## src/rtl/cpu_pkg.sv

```systemverilog
// Shared CPU definitions: datapath sizes and the 2-bit write-back control word
// carried by MEM/WB and produced by the control unit.
package cpu_pkg;

    localparam int DATA_W      = 32;
    localparam int REG_NUM     = 32;
    localparam int REG_AW      = $clog2(REG_NUM);
    localparam int WB_REGWRITE = 1;
    localparam int WB_MEMTOREG = 0;

    // Field order matches the WB_REGWRITE / WB_MEMTOREG bit indices.
    typedef struct packed {
        logic reg_write;
        logic mem_to_reg;
    } wb_ctrl_t;

endpackage

```

## src/rtl/wb_mux.sv

```systemverilog
// Write-back select: load data when mem_to_reg is set, otherwise the ALU result.
module wb_mux #(
    parameter int DATA_W = 32
) (
    input  logic              mem_to_reg,
    input  logic [DATA_W-1:0] result,
    input  logic [DATA_W-1:0] mem_data,
    output logic [DATA_W-1:0] wb_data
);

    assign wb_data = mem_to_reg ? mem_data : result;

endmodule

```

## src/rtl/wb_regfile.sv

```systemverilog
// Write-back stage and 32-entry architectural register file with a retired-write counter.
// Optional write-first read bypass is enabled by defining WB_BYPASS_EN.
module wb_regfile #(
    parameter int DATA_W  = cpu_pkg::DATA_W,
    parameter int REG_NUM = cpu_pkg::REG_NUM,
    parameter int CNT_W   = 32
) (
    input  logic                       clk,
    input  logic                       rst,
    input  logic [1:0]                 WB_in,
    input  logic [$clog2(REG_NUM)-1:0] RdAddr_in,
    input  logic [DATA_W-1:0]          Result_in,
    input  logic [DATA_W-1:0]          MemReadData_in,
    input  logic [$clog2(REG_NUM)-1:0] RsAddr,
    input  logic [$clog2(REG_NUM)-1:0] RtAddr,
    output logic [DATA_W-1:0]          RsData,
    output logic [DATA_W-1:0]          RtData,
    output logic [DATA_W-1:0]          WbData_out,
    output logic                       WbEn_out,
    output logic [CNT_W-1:0]           WrCount
);

    import cpu_pkg::*;

    wb_ctrl_t          wb_ctrl;
    logic [DATA_W-1:0] regs [REG_NUM];

    assign wb_ctrl = WB_in;

    wb_mux #(.DATA_W(DATA_W)) u_wb_mux (
        .mem_to_reg (wb_ctrl.mem_to_reg),
        .result     (Result_in),
        .mem_data   (MemReadData_in),
        .wb_data    (WbData_out)
    );

    // R0 is hardwired: a write to it is not a write and is not counted.
    assign WbEn_out = wb_ctrl.reg_write && (RdAddr_in != '0);

    // NOTE: the whole array is in the async reset because every register must read 0
    // while rst is high; this costs a reset-capable flop per bit instead of a RAM macro.
    always_ff @(posedge clk or posedge rst) begin
        if (rst) begin
            for (int i = 0; i < REG_NUM; i++) begin
                regs[i] <= '0;
            end
            WrCount <= '0;
        end else if (WbEn_out) begin
            regs[RdAddr_in] <= WbData_out;
            WrCount         <= WrCount + CNT_W'(1);
        end
    end

    // NOTE: each output gets its array value first and is then optionally overridden,
    // so every path assigns it and no latch is inferred.
    always_comb begin
        RsData = (RsAddr == '0) ? '0 : regs[RsAddr];
        RtData = (RtAddr == '0) ? '0 : regs[RtAddr];
`ifdef WB_BYPASS_EN
        // WbEn_out already excludes R0, so address 0 never picks up the bypass.
        if (WbEn_out && (RsAddr == RdAddr_in)) begin
            RsData = WbData_out;
        end
        if (WbEn_out && (RtAddr == RdAddr_in)) begin
            RtData = WbData_out;
        end
`else
        // Pre-write contents are returned in the write cycle; hazard logic covers it.
`endif
    end

endmodule

```

## config.mk

```make
export PLATFORM = sky130hd
export DESIGN_NAME = wb_regfile
export DESIGN_NICKNAME = d
export VERILOG_FILES = /design/src/rtl/cpu_pkg.sv /design/src/rtl/wb_mux.sv /design/src/rtl/wb_regfile.sv
export SDC_FILE = /design/constraint.sdc
export NUM_CORES = 2
export LEC_CHECK = 0
export BUFFER_PORTS_ARGS = -buffer_cell sky130_fd_sc_hd__buf_4
export CORE_ASPECT_RATIO = 1.1
export CORE_MARGIN = 8
export CORE_UTILIZATION = 25
export CTS_CLUSTER_SIZE = 20
export DETAILED_ROUTE_END_ITERATION = 16
export SLEW_MARGIN = 25
export SYNTH_ARGS = -nofsm -noshare
export SYNTH_HDL_FRONTEND = slang
export SYNTH_SLANG_ARGS = --single-unit
```

## constraint.sdc

```tcl
create_clock -name clk -period 51.7 [get_ports clk]
set_input_delay 10.34 -clock clk [delete_from_list [all_inputs] [get_ports clk]]
set_output_delay 10.34 -clock clk [all_outputs]
set_load 0.01 [all_outputs]
```

Word-level counts from Yosys, hierarchy flattened

Index checks and enable logic that the tools add are counted.

Register bits: 1056
Bits in latches: 0
Bits in writable memories: 0
ROM bits: 0
Bits of input ports: 83
Word-level logic and storage cells: 58
Memories kept: 0

Add/subtract/negate cells: 1
Multipliers: 0
Div/mod/pow operators: 0
$lt $le $gt $ge: 4
Equal/unequal tests: 0
Shifts and indexed selects: 0
Multiplexer cells: 12
Bitwise gates (word level): 3
Reduce and logical (&&, ||, !) cells: 5

Operator list:

| cell                  | count |
|---|---|
| $bwmux 1024           | 1 |
| $bmux 32 s5           | 2 |
| $mux 32               | 8 |
| $demux 32 s5          | 1 |
| $add 32x1->32 const B | 1 |
| $ge 6x6->1 const B    | 3 |
| $not 5->6             | 3 |
| $logic_not 5->1       | 2 |
| $lt 6x1->1 const B    | 1 |
| $reduce_bool 5->1     | 1 |
| $logic_and 1x1->1     | 2 |

Depth between registers and ports, before layout

Word-level depth: 6
Mapped depth: 9
Gate-level depth less buffers: 5

Cells and area by module

A second synthesis with hierarchy kept.

Cell total of the unflattened synthesis: 3867
Area total of the unflattened synthesis: 56523.0 um^2

Modules (own cells, without submodules):

| module     | times used | cells each | area each (um^2) | seq. area each (um^2) |
|---|---|---|---|---|
| wb_regfile | 1          | 3831       | 55978.7          | 26425.3 |
| wb_mux     | 1          | 36         | 544.3            | 0.0 |

Least setup slack after synthesis

OpenSTA, ideal clock, no wires.

Path type: input -> output
Start point: input RsAddr[1]
End point: output RsData[13]
Arrival time: 11.938 ns
Data required time: 41.360 ns
Path slack: 29.422 ns
Stages on the path: 6
Path buffers: 3
Cells stage by stage: buf_2 > buf_2 > buf_1 > mux4_2 > a2111oi_0 > nor3_1

Longest elaborated chain between the ends: 5
Elaborated cells on any way between the ends: 6
Those cells by class: mux (4); bitwise (1); reduce/logical (1)

Ends and longest elaborated chain:

| item                                        | line             | source |
|---|---|---|
| from (decl)                                 | wb_regfile.sv:14 | `input logic [$clog2(REG_NUM)-1:0] RsAddr,` |
| $not 5->6 (implied by the code)             | wb_regfile.sv:57 | `RsData = (RsAddr == '0) ? '0 : regs[RsAddr];` |
| $bmux 32 s5                                 | wb_regfile.sv:57 |  |
| $mux 32 (implied by the code) (2 in series) | wb_regfile.sv:57 |  |
| $mux 32 (*)                                 | wb_regfile.sv:57 |  |
| to (decl)                                   | wb_regfile.sv:16 | `output logic [DATA_W-1:0] RsData,` |

Every way passes the cells marked *; elsewhere a longest branch is shown, timed or not. The select of a mux whose other input is x is not followed.

Worst setup path in the final report

Start point: input RtAddr[1]
End point: output RtData[0]

Longest elaborated chain between the ends: 5
Elaborated cells on any way between the ends: 6
Those cells by class: mux (4); bitwise (1); reduce/logical (1)

Ends and longest elaborated chain:

| item                                        | line             | source |
|---|---|---|
| from (decl)                                 | wb_regfile.sv:15 | `input logic [$clog2(REG_NUM)-1:0] RtAddr,` |
| $not 5->6 (implied by the code)             | wb_regfile.sv:58 | `RtData = (RtAddr == '0) ? '0 : regs[RtAddr];` |
| $bmux 32 s5                                 | wb_regfile.sv:58 |  |
| $mux 32 (implied by the code) (2 in series) | wb_regfile.sv:58 |  |
| $mux 32 (*)                                 | wb_regfile.sv:58 |  |
| to (decl)                                   | wb_regfile.sv:17 | `output logic [DATA_W-1:0] RtData,` |

Marked as above.

==> reports/qor.log <==
[routing] drt drc 0
[routing] average wire per standard cell 24.4 um
[setup_path] cell depth of the worst flop-to-flop path 5
[routing] Vias 40815
[pwr] switching power 0.739 mW
[placed_design] Setup WS pre-CTS 26.21 ns
[logic_synthesis] share of the yosys chip area belonging to registers 48.7%
[routing] 1st-pass router iterations 6
[clock_network] # clock sinks 1056
[pwr] cell area power density 39.8 mW/mm^2
[finish] net count of the finished layout 4968
[clock_network] Gates resized, CTS repair 0
[pwr] leakage power figure 26.3 nW
[logic_synthesis] average cell area after synthesis 10.9 um^2
[setup_path] Worst path depth 10
[die] number of standard-cell rows in the floorplan 179
[global_routing] maximum number of pins on one net before global-route repair 182
[placed_design] number of buffer cells added on primary ports 211
[clock_network] Setup Fix Bufs, Post-CTS 0
[setup_path] largest fanout on the critical path 111
[logic_synthesis] syn_nets 5070
[global_routing] number of global-route vias before repair 41828
[pwr] switching share of power 29.6%
[logic_synthesis] fraction of registers with async set/reset 100%
[timing] normalized max-slew margin 19.5%
[routing] Total Routed Length 192 mm
[timing] final clock period utilization by the worst path 49.1%
[pwr] largest vdd supply drop 0.0257 mV
[outcome] status finished, final reports clean
[timing] Slew @ Worst Pin 1.20 ns
[timing] Final Critical Period 25.39 ns
[hold_path] hold path cells 0
[setup_path] data required time of the worst path 41.36 ns
[logic_synthesis] top cell type's share of synthesized area 48.7%
[job] number of maximum-capacitance violations 0
[clock_network] CTS root buf clkbuf_16
[setup_path] Crit. End Element output pin
[timing] worst setup skew after layout 0.0136 ns
[logic_synthesis] Post-synth top flop dfrtp_1
[global_routing] global-route wire length before repair 283 mm
[timing] worst hold slack 0.400 ns
[die] count of boundary I/O pins 212
[setup_path] cell occurring most often along the worst timing path buf_4
[pwr] part of the power in the clock network 33.8%
[finish] P&R area growth vs syn 15.3%
[timing] setup TNS after final layout 0 ns
[placed_design] HPWL after DPL 110 mm
[clock_network] clock buffer depth 3
[routing] violation count after the first detailed-routing iteration 4130
[timing] Setup-failing EPs final 0
[die] Initial Utilization 25.1%
[timing] smallest setup slack after layout 26.31 ns
[setup_path] Largest delay share family, worst path buffers and inverters
[logic_synthesis] warning count from the yosys run 0
[placed_design] placed inst area 0.0586 mm^2
[logic_synthesis] Synth Register Bits 1056
[finish] commonest cells after routing, fill and taps aside 1056 x dfrtp_1, 665 x nand2_1, 591 x o21ai_0
[hold_path] worst min path class register to register
[finish] most common cell after layout, fill and taps aside dfrtp_1
[setup_path] Critical Path Max Stage Delay 0.89 ns
[clock_network] CTS buffer count 109
[global_routing] initial antenna violation count 3
[setup_path] CP Launch Type input pin
[routing] ratio of routed vias to standard cells 5.18
[logic_synthesis] total standard cell area after synthesis 0.0543 mm^2
[die] width of the die 460 um
[clock_network] clock tree from TritonCTS done
[clock_network] insertion delay to the later sink of the worst-skew pair 0.72 ns
[finish] proportion of layout cells with a drive suffix above 1 21.2%
[setup_path] cell chain of the critical path buf_8 > buf_12 > buf_4 > buf_4 > mux2_2 > o22ai_1 > a221o_1 > a22o_1 > nor4_1 > buf_4
[setup_path] Crit-path slowest cell buf_4
[logic_synthesis] number of synthesized flops with an enable pin 0
[global_routing] global-route total usage across every layer 16.0%
[finish] Finished Layout Cells 7873
[clock_network] CTS Hold Buffers Added 0
[die] y dimension of the die 505 um
[setup_path] worst endpoint data arrival time 15.05 ns
[timing] unrepaired setup endpoints after global routing no
[timing] max-slew violations 0
[clock_network] Clock transition at path regs 0.06 ns
[die] full die area 0.232 mm^2
[die] core region area 0.216 mm^2
[global_routing] overflow left after global routing 0
[timing] top achievable clock speed 39.4 MHz
[logic_synthesis] largest cells by area after synthesis dfrtp_1 49%, mux4_2 16%, o21ai_0 5.4%
[routing] DRT antenna net count 0
[logic_synthesis] cell count after synthesis 4986
[logic_synthesis] number of library cell types mapped by synthesis 46
[finish] Post-Layout Inst Area 0.0626 mm^2
[placed_design] placer congestion estimate 0.803
[pwr] share of total power in sequential cells 45.4%
[setup_path] Setup Crit Path Kind input pin to output pin
[pwr] combinational group share of total power 20.7%
[logic_synthesis] leading area contributor after synthesis dfrtp_1
[setup_path] count of buffer and inverter cells on the critical path 5
[pwr] Internal Pwr Total 1.75 mW
[timing] final hold violation count 0
[clock_network] CTS H-Tree Depth 3
[placed_design] placed cells 7664
[worst reg2reg max path, delay by kind of cell (launching register included)]
| family | cells | cell delay (ns) |
|---|---|---|
| AOI/OAI and AO/OA | 1 | 0.35 |
| xor gates and xnor gates | 1 | 0.16 |
| DFF | 1 | 0.44 |
| and+or+nand+nor | 3 | 1.22 |
[stage by stage]
stage                     power (mW)  util [%]
after CTS                       2.51      28.9
after global routing            2.62      29.0
after global placement          1.63      27.1
final                           2.49      29.0
after floorplan                 1.49         -
after detailed placement        1.66      27.1
[state kept, by name, summed over array words and instances, names as in the netlist]
name     cells
WrCount     32
regs      1024
[kinds of logic (layout without fill, tap and decap cells)]
logic type	after synthesis	after routing	share of synthesized area (%)
and+or+nand+nor	1304	1304	9.93
other	0	4	0
buffers and inverters	568	555	4.66
muxes	702	702	22.0
AOI/OAI and AO/OA	1324	1324	14.2
adders and majority gates	1	1	0.0230
DFF	1056	1056	48.7
xor gates and xnor gates	31	31	0.500
[cells in the mapped netlist, types with 2 or more instances]
master,instances
o21ai_1,18
mux2i_1,252
nand3b_1,4
nor2_1,416
a2111oi_0,16
o221ai_1,30
o21ai_0,591
buf_6,22
or3_1,2
o2111ai_1,2
clkbuf_1,393
mux2_2,64
dfrtp_1,1056
nor3_1,36
nor4_1,35
xnor2_1,28
xor2_1,3
a22o_1,94
inv_1,34
and3_1,10
and4_1,3
nand4_1,5
buf_4,39
a2111oi_2,13
nor3b_1,3
a221o_1,32
a211oi_1,79
or2_2,2
nand4b_1,3
nand3_1,18
buf_1,12
and2_1,2
nor2b_1,53
nand2b_1,20
a21oi_1,384
buf_2,68
mux4_2,386
nand2_1,683
nor2_2,5
o22ai_1,64
[power by group through the flow]
stage / combinational (mW) / sequential [mW] / clock (mW)
global placement: 0.503 / 1.13 / 0
floorplan: 0.389 / 1.10 / 0
finish: 0.517 / 1.13 / 0.843
detailed placement: 0.520 / 1.14 / 0
global route: 0.573 / 1.15 / 0.891
CTS: 0.520 / 1.13 / 0.858
[layout make-up]
| class | count | area [um^2] |
|---|---|---|
| fill | 22097 | 154000 |
| sequential | 1056 | 26400 |
| antenna | 4 | 10.0 |
| multi-input combinational | 3362 | 25900 |
| clock buffer | 155 | 3220 |
| tap | 2896 | 3620 |
| inverter | 34 | 135 |
| timing repair buffer | 321 | 2680 |
| clock inverter | 45 | 622 |
[per-layer routing]
metal | GRT usage (%) | vias up | routed length, um
li1 | - | 17866 | -
met1 | 20.3 | 20903 | 77300
met2 | 26.8 | 1625 | 93000
met3 | 2.68 | 421 | 12900
met4 | 7.22 | 0 | 8810
met5 | 0 | - | 0
[path summary, 6_finish.rpt]
kind | startpoint | to | slack (ns)
max reg2reg | WrCount[2]$_DFFE_PP0P_ | WrCount[28]$_DFFE_PP0P_ | 49.42
min in group asynchronous | rst | WrCount[31]$_DFFE_PP0P_ | 9.74
max | RtAddr[1] | RtData[0] | 26.31
min | regs[1012]$_DFFE_PP0P_ | regs[1012]$_DFFE_PP0P_ | 0.40
min reg2reg | regs[1012]$_DFFE_PP0P_ | regs[1012]$_DFFE_PP0P_ | 0.40
max in group asynchronous | rst | regs[298]$_DFFE_PP0P_ | 38.51
No activity file was read; power rests on OpenSTA's default activity.
